--- config.mk ---
export PLATFORM = sky130hd
export DESIGN_NAME = rtc_write_sequencer
export DESIGN_NICKNAME = d
export VERILOG_FILES = /design/src/rtl/rtc_write_sequencer_pkg.sv /design/src/rtl/rtc_write_sequencer_bus_cycle.sv /design/src/rtl/rtc_write_sequencer.sv
export SDC_FILE = /design/constraint.sdc
export NUM_CORES = 1
export LEC_CHECK = 0
export ABC_AREA = 1
export BUFFER_PORTS_ARGS = -buffer_cell sky130_fd_sc_hd__buf_2
export CORE_ASPECT_RATIO = 0.75
export CORE_MARGIN = 2
export CORE_UTILIZATION = 35
export DETAILED_ROUTE_END_ITERATION = 7
export PLACE_DENSITY_LB_ADDON = 0.1
export SLEW_MARGIN = 20
export SYNTH_ARGS = -nofsm -noshare
export SYNTH_HDL_FRONTEND = slang
export SYNTH_SLANG_ARGS = --single-unit
--- constraint.sdc ---
create_clock -name clk -period 2 [get_ports clk]
set_input_delay 0.4 -clock clk [delete_from_list [all_inputs] [get_ports clk]]
set_output_delay 0.4 -clock clk [all_outputs]
set_load 0.02 [all_outputs]
--- src/rtl/rtc_write_sequencer_pkg.sv ---
// rtc_pkg: shared types and constants for the RTC write sequencer.
//   - Default bus timing (clocks per SETUP/STROBE/HOLD/GAP phase).
//   - Sequencer state enum and bus-cycle phase enum. The top-level
//     ADDR_* / DATA_* states are the pair (ST_ADDR_CYCLE / ST_DATA_CYCLE,
//     bus phase) so the four-phase timing lives in one place.
//   - reg_addr(): RTC register address for each table slot.
package rtc_pkg;

    localparam int unsigned T_SETUP_DEF  = 2;
    localparam int unsigned T_STROBE_DEF = 4;
    localparam int unsigned T_HOLD_DEF   = 2;
    localparam int unsigned T_GAP_DEF    = 2;
    localparam int unsigned NUM_REGS_DEF = 7;

    typedef enum logic [2:0] {
        ST_IDLE       = 3'd0,
        ST_FETCH      = 3'd1,
        ST_FETCH_WAIT = 3'd2,
        ST_ADDR_CYCLE = 3'd3,
        ST_DATA_CYCLE = 3'd4,
        ST_DONE       = 3'd5
    } seq_state_t;

    typedef enum logic [2:0] {
        PH_IDLE   = 3'd0,
        PH_SETUP  = 3'd1,
        PH_STROBE = 3'd2,
        PH_HOLD   = 3'd3,
        PH_GAP    = 3'd4
    } bus_phase_t;

    // Slot 0 is the control/command register, slots 1..6 sec..year.
    function automatic logic [7:0] reg_addr(input logic [2:0] idx);
        logic [7:0] addr;
        case (idx)
            3'd0:    addr = 8'h02;
            3'd1:    addr = 8'h21;
            3'd2:    addr = 8'h22;
            3'd3:    addr = 8'h23;
            3'd4:    addr = 8'h24;
            3'd5:    addr = 8'h25;
            3'd6:    addr = 8'h26;
            default: addr = 8'h00;
        endcase
        return addr;
    endfunction

endpackage

--- src/rtl/rtc_write_sequencer_bus_cycle.sv ---
// rtc_bus_write_cycle: one RTC bus write cycle SETUP -> STROBE -> HOLD -> GAP.
// Ports:
//   clk, reset     clock, asynchronous active-high reset
//   go             start a cycle (accepted when idle or in the last GAP clock)
//   a_d_val        0 = address cycle, 1 = data cycle (captured at go)
//   byte_val       byte to drive (captured at go)
//   cycle_done     high during the last GAP clock
//   a_d, cs_n, wr_n, bus_out, bus_oe   registered RTC bus outputs
module rtc_bus_write_cycle
    import rtc_pkg::*;
#(
    parameter int unsigned T_SETUP  = T_SETUP_DEF,
    parameter int unsigned T_STROBE = T_STROBE_DEF,
    parameter int unsigned T_HOLD   = T_HOLD_DEF,
    parameter int unsigned T_GAP    = T_GAP_DEF
) (
    input  logic       clk,
    input  logic       reset,
    input  logic       go,
    input  logic       a_d_val,
    input  logic [7:0] byte_val,
    output logic       cycle_done,
    output logic       a_d,
    output logic       cs_n,
    output logic       wr_n,
    output logic [7:0] bus_out,
    output logic       bus_oe
);

    localparam logic [7:0] SETUP_LAST  = 8'(T_SETUP - 1);
    localparam logic [7:0] STROBE_LAST = 8'(T_STROBE - 1);
    localparam logic [7:0] HOLD_LAST   = 8'(T_HOLD - 1);
    localparam logic [7:0] GAP_LAST    = 8'(T_GAP - 1);

    bus_phase_t phase_r, phase_s;
    logic [7:0] timer_r, timer_s;
    logic       load_s;
    logic       a_d_s;
    logic [7:0] bus_out_s;
    logic       cs_n_s, wr_n_s, bus_oe_s;

    // Kept outside the next-state block so the caller may derive go from it.
    assign cycle_done = (phase_r == PH_GAP) && (timer_r == GAP_LAST);

    // Next phase, timer reload on every phase entry, and next output values.
    always_comb begin
        phase_s = phase_r;
        timer_s = timer_r + 8'd1;
        load_s  = 1'b0;
        case (phase_r)
            PH_IDLE: begin
                timer_s = 8'd0;
                if (go) begin
                    phase_s = PH_SETUP;
                    load_s  = 1'b1;
                end else begin
                    phase_s = PH_IDLE;
                end
            end
            PH_SETUP: begin
                if (timer_r == SETUP_LAST) begin
                    phase_s = PH_STROBE;
                    timer_s = 8'd0;
                end else begin
                    phase_s = PH_SETUP;
                end
            end
            PH_STROBE: begin
                if (timer_r == STROBE_LAST) begin
                    phase_s = PH_HOLD;
                    timer_s = 8'd0;
                end else begin
                    phase_s = PH_STROBE;
                end
            end
            PH_HOLD: begin
                if (timer_r == HOLD_LAST) begin
                    phase_s = PH_GAP;
                    timer_s = 8'd0;
                end else begin
                    phase_s = PH_HOLD;
                end
            end
            PH_GAP: begin
                if (timer_r == GAP_LAST) begin
                    timer_s = 8'd0;
                    // Back-to-back cycles: the next SETUP follows the last GAP clock.
                    if (go) begin
                        phase_s = PH_SETUP;
                        load_s  = 1'b1;
                    end else begin
                        phase_s = PH_IDLE;
                    end
                end else begin
                    phase_s = PH_GAP;
                end
            end
            default: begin
                phase_s = PH_IDLE;
                timer_s = 8'd0;
            end
        endcase

        a_d_s     = load_s ? a_d_val : a_d;
        bus_out_s = load_s ? byte_val : bus_out;

        case (phase_s)
            PH_SETUP:  begin cs_n_s = 1'b1; wr_n_s = 1'b1; bus_oe_s = 1'b1;   end
            PH_STROBE: begin cs_n_s = 1'b0; wr_n_s = 1'b0; bus_oe_s = 1'b1;   end
            PH_HOLD:   begin cs_n_s = 1'b1; wr_n_s = 1'b1; bus_oe_s = 1'b1;   end
            // Bus stays driven between address and data, released after data.
            PH_GAP:    begin cs_n_s = 1'b1; wr_n_s = 1'b1; bus_oe_s = ~a_d_s; end
            default:   begin cs_n_s = 1'b1; wr_n_s = 1'b1; bus_oe_s = 1'b0;   end
        endcase
    end

    // Phase/timer registers and registered bus outputs.
    always_ff @(posedge clk or posedge reset) begin
        if (reset) begin
            phase_r <= PH_IDLE;
            timer_r <= 8'd0;
            a_d     <= 1'b1;
            cs_n    <= 1'b1;
            wr_n    <= 1'b1;
            bus_out <= 8'h00;
            bus_oe  <= 1'b0;
        end else begin
            phase_r <= phase_s;
            timer_r <= timer_s;
            a_d     <= a_d_s;
            cs_n    <= cs_n_s;
            wr_n    <= wr_n_s;
            bus_out <= bus_out_s;
            bus_oe  <= bus_oe_s;
        end
    end

endmodule

--- src/rtl/rtc_write_sequencer.sv ---
// rtc_write_sequencer: copies the 7-byte time/date image from local RAM
// into the RTC. Per table entry: fetch byte from RAM, address write cycle,
// data write cycle.
// Ports:
//   clk, reset        clock, asynchronous active-high reset
//   start             request a full sequence (sampled only in IDLE)
//   busy, done        sequence in progress / one-clock completion pulse
//   ram_addr, ram_rd_en, ram_rdata   RAM read port (data one clock after strobe)
//   a_d, cs_n, rd_n, wr_n, bus_out, bus_oe   RTC bus toward the pads
module rtc_write_sequencer
    import rtc_pkg::*;
#(
    parameter int unsigned T_SETUP  = T_SETUP_DEF,
    parameter int unsigned T_STROBE = T_STROBE_DEF,
    parameter int unsigned T_HOLD   = T_HOLD_DEF,
    parameter int unsigned T_GAP    = T_GAP_DEF,
    parameter int unsigned NUM_REGS = NUM_REGS_DEF
) (
    input  logic       clk,
    input  logic       reset,
    input  logic       start,
    output logic       busy,
    output logic       done,
    output logic [2:0] ram_addr,
    output logic       ram_rd_en,
    input  logic [7:0] ram_rdata,
    output logic       a_d,
    output logic       cs_n,
    output logic       rd_n,
    output logic       wr_n,
    output logic [7:0] bus_out,
    output logic       bus_oe
);

    localparam logic [2:0] LAST_INDEX = 3'(NUM_REGS - 1);

    seq_state_t state_r, state_s;
    logic [2:0] index_r, index_s;
    logic [7:0] data_reg_r;
    logic       go_s, a_d_val_s, cycle_done_s;
    logic [7:0] byte_s;

    assign rd_n = 1'b1;

    // Address cycle is launched from FETCH_WAIT, data cycle from the last ADDR_GAP clock.
    assign go_s      = (state_r == ST_FETCH_WAIT) ||
                       ((state_r == ST_ADDR_CYCLE) && cycle_done_s);
    assign a_d_val_s = (state_r == ST_ADDR_CYCLE);
    assign byte_s    = (state_r == ST_FETCH_WAIT) ? reg_addr(index_r) : data_reg_r;

    rtc_bus_write_cycle #(
        .T_SETUP  (T_SETUP),
        .T_STROBE (T_STROBE),
        .T_HOLD   (T_HOLD),
        .T_GAP    (T_GAP)
    ) u_cycle (
        .clk        (clk),
        .reset      (reset),
        .go         (go_s),
        .a_d_val    (a_d_val_s),
        .byte_val   (byte_s),
        .cycle_done (cycle_done_s),
        .a_d        (a_d),
        .cs_n       (cs_n),
        .wr_n       (wr_n),
        .bus_out    (bus_out),
        .bus_oe     (bus_oe)
    );

    // Sequencer next state and table index.
    always_comb begin
        state_s = state_r;
        index_s = index_r;
        case (state_r)
            ST_IDLE: begin
                if (start) begin
                    state_s = ST_FETCH;
                    index_s = 3'd0;
                end else begin
                    state_s = ST_IDLE;
                end
            end
            ST_FETCH:      state_s = ST_FETCH_WAIT;
            ST_FETCH_WAIT: state_s = ST_ADDR_CYCLE;
            ST_ADDR_CYCLE: begin
                if (cycle_done_s) begin
                    state_s = ST_DATA_CYCLE;
                end else begin
                    state_s = ST_ADDR_CYCLE;
                end
            end
            ST_DATA_CYCLE: begin
                if (cycle_done_s) begin
                    if (index_r == LAST_INDEX) begin
                        state_s = ST_DONE;
                    end else begin
                        state_s = ST_FETCH;
                        index_s = index_r + 3'd1;
                    end
                end else begin
                    state_s = ST_DATA_CYCLE;
                end
            end
            ST_DONE: begin
                state_s = ST_IDLE;
                index_s = 3'd0;
            end
            default: begin
                state_s = ST_IDLE;
                index_s = 3'd0;
            end
        endcase
    end

    // State register and registered control outputs decoded from the next state.
    always_ff @(posedge clk or posedge reset) begin
        if (reset) begin
            state_r   <= ST_IDLE;
            index_r   <= 3'd0;
            busy      <= 1'b0;
            done      <= 1'b0;
            ram_rd_en <= 1'b0;
            ram_addr  <= 3'd0;
        end else begin
            state_r   <= state_s;
            index_r   <= index_s;
            busy      <= (state_s != ST_IDLE);
            done      <= (state_s == ST_DONE);
            ram_rd_en <= (state_s == ST_FETCH);
            ram_addr  <= index_s;
        end
    end

    // RAM byte captured once per entry and held through both bus cycles.
    always_ff @(posedge clk or posedge reset) begin
        if (reset) begin
            data_reg_r <= 8'h00;
        end else if (state_r == ST_FETCH_WAIT) begin
            data_reg_r <= ram_rdata;
        end else begin
            data_reg_r <= data_reg_r;
        end
    end

endmodule

==> results of run 1 <==
==> per-stage QoR <==
stage                     utilization [%]  worst slack [ns]  power (uW)
after floorplan                         -             0.538         837
after global placement               40.6             0.503         854
after detailed placement             40.6             0.490         855
after CTS                            42.8             0.487        1560
after global routing                 42.8             0.253        1590
final                                42.8             0.491        1530
==> placed cells by master, fill, tap and decap left out <==
| cell type | instances |
|---|---|
| nor3_1 | 4 |
| clkbuf_8 | 6 |
| nand3_1 | 17 |
| ha_1 | 7 |
| conb_1 | 1 |
| o21ai_2 | 1 |
| nor3_4 | 1 |
| a31oi_1 | 2 |
| and3_1 | 1 |
| a21oi_1 | 5 |
| xor2_1 | 2 |
| o21ai_0 | 8 |
| nor2_8 | 1 |
| dfrtp_1 | 37 |
| nor2_2 | 2 |
| nand4_1 | 5 |
| buf_2 | 28 |
| inv_2 | 2 |
| nand2_1 | 67 |
| nand3_2 | 1 |
| nand2_2 | 6 |
| bufinv_16 | 1 |
| dfstp_2 | 2 |
| nand3b_1 | 1 |
| o21bai_4 | 1 |
| inv_1 | 32 |
| o21ai_1 | 6 |
| buf_4 | 2 |
| nor2_1 | 21 |
| nor2_4 | 1 |
| nand2_4 | 1 |
| clkinv_2 | 1 |
==> final timing paths <==
check | startpoint | slack [ns] | cells after the start | to
setup reg to reg | u_cycle.timer_r[1] | 0.49 | 8 | u_cycle.timer_r[5]
min in group clk | ram_rdata[7] | 0.29 | 3 | data_reg_r[7]
hold / removal | reset | 0.21 | 3 | u_cycle.bus_out[6]
setup / recovery | u_cycle.timer_r[1] | 0.49 | 8 | u_cycle.timer_r[5]
max in group asynchronous | reset | 1.42 | 3 | u_cycle.a_d
hold reg to reg | data_reg_r[0] | 0.47 | 2 | data_reg_r[0]
==> critical path: cells and delay by family (launching register included) <==
family | cells | cell delay, ns
simple gates | 5 | 0.73
flops | 1 | 0.40
fa+ha+maj | 1 | 0.15
buf+inv | 2 | 0.14
==> metal layers <==
layer  share of wire, %  vias to the layer above  wire, um  GRT usage (%)
met1                 55                      673      2220           21.1
met4                1.3                        0        51           5.56
li1                   -                      818         -              -
met5                  0                        -         0              0
met3                3.8                        5       154           3.39
met2                 40                       33      1620           19.2
==> registers in the layout, indices dropped and copies added (netlist names) <==
register and flops:
done 1, index_r 3, ram_rd_en 1, u_cycle.cs_n 1, u_cycle.bus_out 8, u_cycle.bus_oe 1, u_cycle.phase_r 3, u_cycle.a_d 1
state_r 3, busy 1, data_reg_r 8, u_cycle.timer_r 8
==> cells by family after synthesis <==
kind of cell | count (synthesis) | synth area share (%)
XOR/XNOR | 2 | 0.886
adder cells (fa/ha/maj) | 7 | 4.43
AND/OR/NAND/NOR | 129 | 30.3
buffers and inverters | 38 | 7.85
other | 1 | 0.190
flip-flops | 39 | 49.5
AO/OA/AOI/OAI | 23 | 6.84
==> area by class of cell <==
class	count	area [um2]	share of cell area (%)
repair buffers	30	155	6.70
flip-flops and latches	39	978	42.2
clock inverters	2	35.0	1.51
multi-input cells	162	843	36.4
clock buffers	6	82.6	3.57
well taps	75	93.8	4.05
inverters	34	128	5.51
==> report_power, final <==
part | leakage (uW) | internal [uW] | switching, uW | total [uW]
clock network | 0.0000612 | 404 | 290 | 693
logic | 0.000675 | 12.3 | 26.9 | 39.2
registers | 0.000463 | 796 | 1.93 | 798
==> metrics.cfg, run 1 <==
[power]
p_per_area_mw_per_mm2 = 661
peakVddDrop_uv = 353
p_leak_uw = 0.00120

[timing]
maxSlewHeadroom_pct = 66.3
hold_violations = 0
finalCriticalPeriod_ns = 1.51
fin_crit_sh_pct = 75.4
hold_ws_ns = 0.212
slew_violations = 0
max_slew.worst_pin.slew_ns = 0.505
grt_setup_unrepaired = no
fmax_ghz = 0.663
setup_viol = 0
finClkSkew_ns = 0.00939
fin_tns_setup_ns = 0

[logic_synthesis]
synth_edf_count = 0
syn-num-nets = 257
synth.top_cells.by_count = nand2_1, dfrtp_1, inv_1
netlist_area_mm2 = 0.00198
ys_async_sr_fraction_pct = 100
synthTopCellsByArea = dfrtp_1, nand2_1, inv_1
synth_most_common_cell = nand2_1
yosysSeqAreaShare_pct = 49.5
synthCells = 239
synth_ff_type = dfrtp_1
synth_cell_types = 29
ys_warn_count = 0
yosysTopAreaCell = dfrtp_1
syn_avg_cell_area_um2 = 8.27
synth_top_area_share_pct = 46.8
ys_ff_latch = 39

[global_routing]
track_usage_pct = 14.0
grt_max_degree = 40
grt_overflow_total = 0
grt_pass1_wl_mm = 7.04
antenna_found_initial = 0
grt_pass1_vias = 1527

[worst_hold_path]
hold_class = input pin to async pin

[clocking]
clock_latency_ns = 0.30
cts_setup_buffers = 0
clk_path_buf_depth = 2
path_clk_slew_ns = 0.08
htreeDepth = 2
hold_buffers = 0
post_cts_resized = 0
root_buffer = clkbuf_8
tritoncts = yes
cts_sinks = 39
cts_buffers = 5

[die]
die_area_mm2 = 0.00627
die_w_um = 90.8
initial_utilization_pct = 36.5
pin_count = 30
rows = 23
core_area_mm2 = 0.00541
dieHeight_um = 69.1

[layout]
num_antenna_cells = 0
fin_area_mm2 = 0.00232
fillerInstances = 593
nNetsFinal = 290
layoutNonFillerInstCount = 348
drive_gt1_share_pct = 20.9
syn_to_final_growth_pct = 17.2

[placement]
placed_cell_area_mm2 = 0.00220
dp_cells = 340
portBuffers = 28
dp_hpwl_mm = 2.95
place_congestion = 0.749

[routing]
firstDrtPassIters = 4
wirelength_mm = 4.05
route.detailed.drc = 0
drtIter0Drc = 63
wl_per_cell_um = 11.6
vias = 1529
vias_per_cell = 4.39
postRouteAntennaNets = 0

[critical_path]
start_kind = flip-flop
cp_common_cell = inv_1
crit_path_cell_trace = inv_1, ha_1, nand2_2, nor2_8, inv_1, nand2_1, nand3_1, and3_1
crit_path_max_fanout = 7
cp.arrival_ns = 1.70
cp-end-kind = flip-flop
max_stage_delay_ns = 0.40
crit_type = flip-flop to flip-flop
required_ns = 2.19
crit_slowest_cell = dfrtp_1

[outcome]
outcome = finished clean

[job]
drv_cap = 0

Power figures use the tool's default switching activity.
==> run 2, diff against run 1 <==
ABC_AREA = 0   (was 1)
clock period = 1.45 ns   (was 2 ns; I/O delays follow)
==> metrics.cfg, run 2 <==
[logic_synthesis]
syn-num-nets = 210  ; -18%
yosysSeqAreaShare_pct = 49.4  ; -0.094 points
synth_cell_types = 54  ; +86%
ys_ff_latch = 39  ; unchanged
synthTopCellsByArea = dfrtp_1, ha_1, nand2_1
netlist_area_mm2 = 0.00198  ; +0.19%
synthCells = 192  ; -20%
synth_most_common_cell = dfrtp_1
yosysTopAreaCell = dfrtp_1
syn_avg_cell_area_um2 = 10.3  ; +25%
synth_edf_count = 0  ; unchanged
synth_ff_type = dfrtp_1
synth.top_cells.by_count = dfrtp_1, nand2_1, nor2_1
synth_top_area_share_pct = 46.7  ; -0.089 points
ys_warn_count = 0  ; unchanged
ys_async_sr_fraction_pct = 100  ; unchanged

[timing]
slew_violations = 0  ; unchanged
finalCriticalPeriod_ns = 1.75  ; +0.241 ns
grt_setup_unrepaired = yes
finClkSkew_ns = 0.00588  ; -0.00351 ns
hold_ws_ns = 0.0534  ; -0.159 ns
hold_violations = 0  ; unchanged
setup_viol = 29  ; +29
worst_slack_ns = -0.300  ; -0.791 ns
fmax_ghz = 0.572  ; -14%
fin_crit_sh_pct = 121  ; +45 points
fin_tns_setup_ns = -5.85  ; -5.85 ns

[critical_path]
required_ns = 1.67  ; -0.52 ns
crit_path_max_fanout = 3  ; -4
reg2reg_from = u_cycle.phase_r[1]
cp.arrival_ns = 1.97  ; +0.27 ns
r2r_end = u_cycle.a_d
crit_type = flip-flop to flip-flop
critPathLaunch = u_cycle.phase_r[1]
r2r_slack_ns = -0.30  ; -0.79 ns
start_kind = flip-flop
crit_end = u_cycle.a_d
cp-end-kind = flip-flop
reg2reg_depth = 6  ; -2

[die]
rows = 23  ; unchanged
initial_utilization_pct = 36.6  ; +0.069 points
die_area_mm2 = 0.00628  ; +0.18%
dieHeight_um = 69.1  ; about the same
die_w_um = 90.9  ; about the same
pin_count = 30  ; unchanged
core_area_mm2 = 0.00541  ; unchanged

[worst_hold_path]
hold_class = input pin to async pin

[global_routing]
grt_pass1_vias = 1679  ; +10%
antenna_found_initial = 0  ; unchanged
grt_pass1_wl_mm = 8.22  ; +17%
track_usage_pct = 16.2  ; +2.1 points
grt_max_degree = 40  ; unchanged
grt_overflow_total = 0  ; unchanged

[clocking]
root_buffer = clkbuf_8
cts_buffers = 5  ; unchanged
clock_latency_ns = 0.29  ; about the same
cts_sinks = 39  ; unchanged
clk_path_buf_depth = 2  ; unchanged
hold_buffers = 0  ; unchanged
path_clk_slew_ns = 0.08  ; about the same
htreeDepth = 2  ; unchanged
tritoncts = yes

[power]
peakVddDrop_uv = 506  ; +43%
power_uw = 2080  ; +36%
p_per_area_mw_per_mm2 = 709  ; +7.3%
p_leak_uw = 0.00133  ; +11%

[outcome]
violations = setup timing
outcome = complete, but fails checks

[routing]
drtIter0Drc = 76  ; +21%
postRouteAntennaNets = 0  ; unchanged
wirelength_mm = 4.86  ; +20%
wl_per_cell_um = 14.2  ; +22%
route.detailed.drc = 0  ; unchanged
vias = 1655  ; +8.2%
firstDrtPassIters = 4  ; unchanged
vias_per_cell = 4.84  ; +10%

[layout]
nNetsFinal = 284  ; -2.1%
drive_gt1_share_pct = 53.6  ; +33 points
layout_common_cells = dfrtp_1, buf_4, buf_2, nand2_1
syn_to_final_growth_pct = 48.5
reg.largest.list = data_reg_r: 8 flops, u_cycle.bus_out: 8 flops, u_cycle.timer_r: 8 flops
num_antenna_cells = 0  ; unchanged

[placement]
dp_hpwl_mm = 3.28  ; +11%
portBuffers = 28  ; unchanged
place_congestion = 0.750  ; +0.12%

[job]
drv_cap = 0  ; unchanged

[run 2: cell types whose count changed in the layout (fill, tap and decap cells not counted), moves of 6 or more]
cell | before | now
nand2_1 | 67 | 20
buf_4 | 2 | 36
inv_1 | 32 | 5
nand3_1 | 17 | 3
buf_6 | 0 | 11
nor2_1 | 21 | 11
mux2_2 | 0 | 6
[run 2: per-layer routing]
layer	vias to the layer above	track usage, %	wire length, um
li1	816	-	-
met1	814	22.8	2390
met2	21	25.5	2310
met3	4	3.39	145
met4	0	4.38	21
met5	-	0	0
[run 2: final cells by class]
cell class | instances | area (um2)
clock buffer | 5 | 68.8
fill | 501 | 2470
timing repair buffer | 76 | 554
sequential | 39 | 980
multi-input combinational | 138 | 1180
clock inverter | 3 | 43.8
tap | 75 | 93.8
inverter | 6 | 22.5
[run 2: logic make-up after synthesis]
family	after synthesis	synth area share, %
other	1	0.189
buffers and inverters	15	3.73
XOR/XNOR	6	2.65
flip-flops	39	49.4
AND/OR/NAND/NOR	79	21.7
AO/OA/AOI/OAI	36	12.9
adder cells (fa/ha/maj)	7	4.42
multiplexers	9	5.05
[run 2: how the worst min path moves through the flow]
stage	from	slack, ns	endpoint	depth (start not counted)
final	reset	0.05	u_cycle.phase_r[1]	3
after global routing	reset	0.09	data_reg_r[4]	3
after detailed placement	reset	0.38	u_cycle.bus_oe	3
after global placement	reset	0.36	u_cycle.bus_oe	3
after CTS	reset	0.06	u_cycle.bus_out[7]	3
after floorplan	ram_rdata[1]	0.40	data_reg_r[1]	2
[run 2: timing repair]
| action | 4_1_cts | 5_1_grt |
|---|---|---|
| buffers inserted | 8 | 4 |
| endpoints found under the setup margin | 33 | 34 |
| gates resized for setup | 32 | 26 |
| pin swaps | 11 | 5 |
[run 2: critical path, cell delays in order, from the launching register on]
cell	delay, ns
dfrtp_1	0.40
or4b_4	0.54
nor3_4	0.16
buf_4	0.14
buf_6	0.09
a31oi_4	0.04
mux2_2	0.31
[run 2: where the power goes]
| group | switching, uW | leakage [uW] | internal, uW |
|---|---|---|---|
| logic | 39.5 | 0.000807 | 30.9 |
| clock network | 400 | 0.0000581 | 513 |
| registers | 4.30 | 0.000463 | 1100 |
| total | 443 | 0.00133 | 1640 |
[run 2: through the flow]
stage          area (um2)  setup slack, ns  util, %  std cells
4_1_cts              2790           -0.307     51.6        338
2_1_floorplan        2020           -0.322        -        192
3_5_place_dp         2470           -0.355     45.7        322
3_3_place_gp         2470           -0.297     45.7        322
5_1_grt              2940           -0.359     54.3        342
6_report             2940           -0.300     54.3        342
==> run 3, diff against run 2 <==
RECOVER_POWER = 50   (was not set)
==> metrics.cfg, run 3 (synthesized netlist as in run 2, its figures left out) <==
[outcome]
outcome = complete, but fails checks
violations = setup timing

[worst_hold_path]
hold_class = input pin to flip-flop
min_path_cells = 3

[critical_path]
start_kind = flip-flop
max_stage_delay_ns = 0.54  ; about the same
r2r_slack_ns = -0.30  ; about the same
required_ns = 1.66  ; about the same
reg2reg_depth = 6  ; unchanged
crit_type = flip-flop to flip-flop
crit_path_cell_trace = or4b_4, nor3_4, buf_4, buf_6, a31oi_4, mux2_2
cp.arrival_ns = 1.96  ; about the same
cp-end-kind = flip-flop
crit_slowest_cell = or4b_4
crit_path_max_fanout = 3  ; unchanged
critPathBufInv = 2  ; unchanged
cp_num_cells = 6  ; unchanged
cp_top_family = simple AND/OR/NAND/NOR gates

[clocking]
path_clk_slew_ns = 0.08  ; about the same
htreeDepth = 2  ; unchanged
clk_path_buf_depth = 2  ; unchanged
clock_latency_ns = 0.29  ; about the same
cts_buffers = 5  ; unchanged
hold_buffers = 0  ; unchanged
cts_sinks = 39  ; unchanged
tritoncts = yes
root_buffer = clkbuf_8

[die]
core_area_mm2 = 0.00541  ; unchanged
die_area_mm2 = 0.00628  ; unchanged
pin_count = 30  ; unchanged
rows = 23  ; unchanged
initial_utilization_pct = 36.6  ; unchanged
die_w_um = 90.9  ; unchanged
dieHeight_um = 69.1  ; unchanged

[power]
p_per_area_mw_per_mm2 = 711  ; +0.24%
peakVddDrop_uv = 506  ; about the same
power_uw = 2080  ; -0.27%
p_leak_uw = 0.00132  ; -0.40%

[routing]
vias = 1654  ; -0.060%
wirelength_mm = 4.86  ; +0.14%
drtIter0Drc = 78  ; +2.6%
wl_per_cell_um = 14.2  ; +0.14%
firstDrtPassIters = 4  ; unchanged
vias_per_cell = 4.84  ; about the same
postRouteAntennaNets = 0  ; unchanged
route.detailed.drc = 0  ; unchanged

[layout]
drive_gt1_share_pct = 53.6  ; unchanged
layout_common_cells = dfrtp_1, buf_4, buf_2, nand2_1
syn_to_final_growth_pct = 47.7
num_antenna_cells = 0  ; unchanged
nNetsFinal = 284  ; unchanged
fillerInstances = 503  ; +0.40%
reg.largest.list = data_reg_r: 8 flops, u_cycle.bus_out: 8 flops, u_cycle.timer_r: 8 flops

[global_routing]
track_usage_pct = 16.2  ; unchanged
antenna_found_initial = 0  ; unchanged
grt_pass1_wl_mm = 8.22  ; unchanged
grt_overflow_total = 0  ; unchanged
grt_max_degree = 40  ; unchanged
grt_pass1_vias = 1679  ; unchanged

[timing]
maxSlewHeadroom_pct = 34.9
finalCriticalPeriod_ns = 1.75  ; +0.000371 ns
grt_setup_unrepaired = yes
fin_crit_sh_pct = 121  ; about the same
setup_viol = 29  ; unchanged
max_slew.worst_pin.slew_ns = 0.977
worst_slack_ns = -0.300  ; -0.000371 ns
hold_violations = 0  ; unchanged
slew_violations = 0  ; unchanged
finClkSkew_ns = 0.00737  ; +0.00149 ns
fmax_ghz = 0.571  ; about the same
hold_ws_ns = 0.191  ; +0.137 ns

[job]
drv_cap = 0  ; unchanged

[placement]
place_congestion = 0.750  ; unchanged
dp_hpwl_mm = 3.28  ; unchanged
portBuffers = 28  ; unchanged
pre_cts_ws_ns = -0.355  ; unchanged

## run 3: final timing paths
kind	startpoint	endpoint
max	u_cycle.phase_r[1]	u_cycle.a_d
min	ram_rdata[1]	data_reg_r[1]
max reg2reg	u_cycle.phase_r[1]	u_cycle.a_d
min reg2reg	data_reg_r[0]	data_reg_r[0]
max in group asynchronous	reset	index_r[0]
min in group asynchronous	reset	u_cycle.phase_r[1]
## run 3: final cells by class
class                   count  area (um2)  share of cell area, %
multi-input cells         138        1180                   40.2
flip-flops and latches     39         980                   33.5
repair buffers             76         539                   18.4
well taps                  75        93.8                   3.21
clock buffers               5        68.8                   2.35
clock inverters             3        43.8                   1.50
inverters                   6        22.5                  0.770
## run 3: layer usage
metal	track usage (%)	vias up	wire length (um)
met2	25.5	24	2290
met3	3.39	4	146
met5	0	-	0
met4	4.38	0	15
li1	-	816	-
met1	22.8	810	2410
## run 3: report_power, final
| part | leakage, uW | switching, uW | total [uW] | internal [uW] |
|---|---|---|---|---|
| sequential | 0.000463 | 4.33 | 1100 | 1100 |
| clock | 0.0000581 | 399 | 912 | 513 |
| combinational | 0.000801 | 38.8 | 64.9 | 26.1 |
| total | 0.00132 | 442 | 2080 | 1640 |
## run 3: what timing repair did
item	in CTS	in global routing
setup buffers	8	4
endpoints found under the hold margin	0	0
setup endpoints to repair	33	34
pin swaps	11	5
gates resized for setup	32	26
## run 3: metrics by stage
step | setup TNS, ns | cell area, um2 | cells | util (%)
6_report | -5.85 | 2930 | 342 | 54.1
5_1_grt | -8.39 | 2930 | 342 | 54.1
4_1_cts | -5.29 | 2790 | 338 | 51.6
3_5_place_dp | -6.25 | 2470 | 322 | 45.7
3_3_place_gp | -5.61 | 2470 | 322 | 45.7
2_1_floorplan | -3.99 | 2020 | 192 | -
## run 3: worst reg2reg max path, cell delays in order, from the launching register on
cell     delay [ns]
dfrtp_1        0.40
or4b_4         0.54
nor3_4         0.16
buf_4          0.14
buf_6          0.09
a31oi_4        0.04
mux2_2         0.31
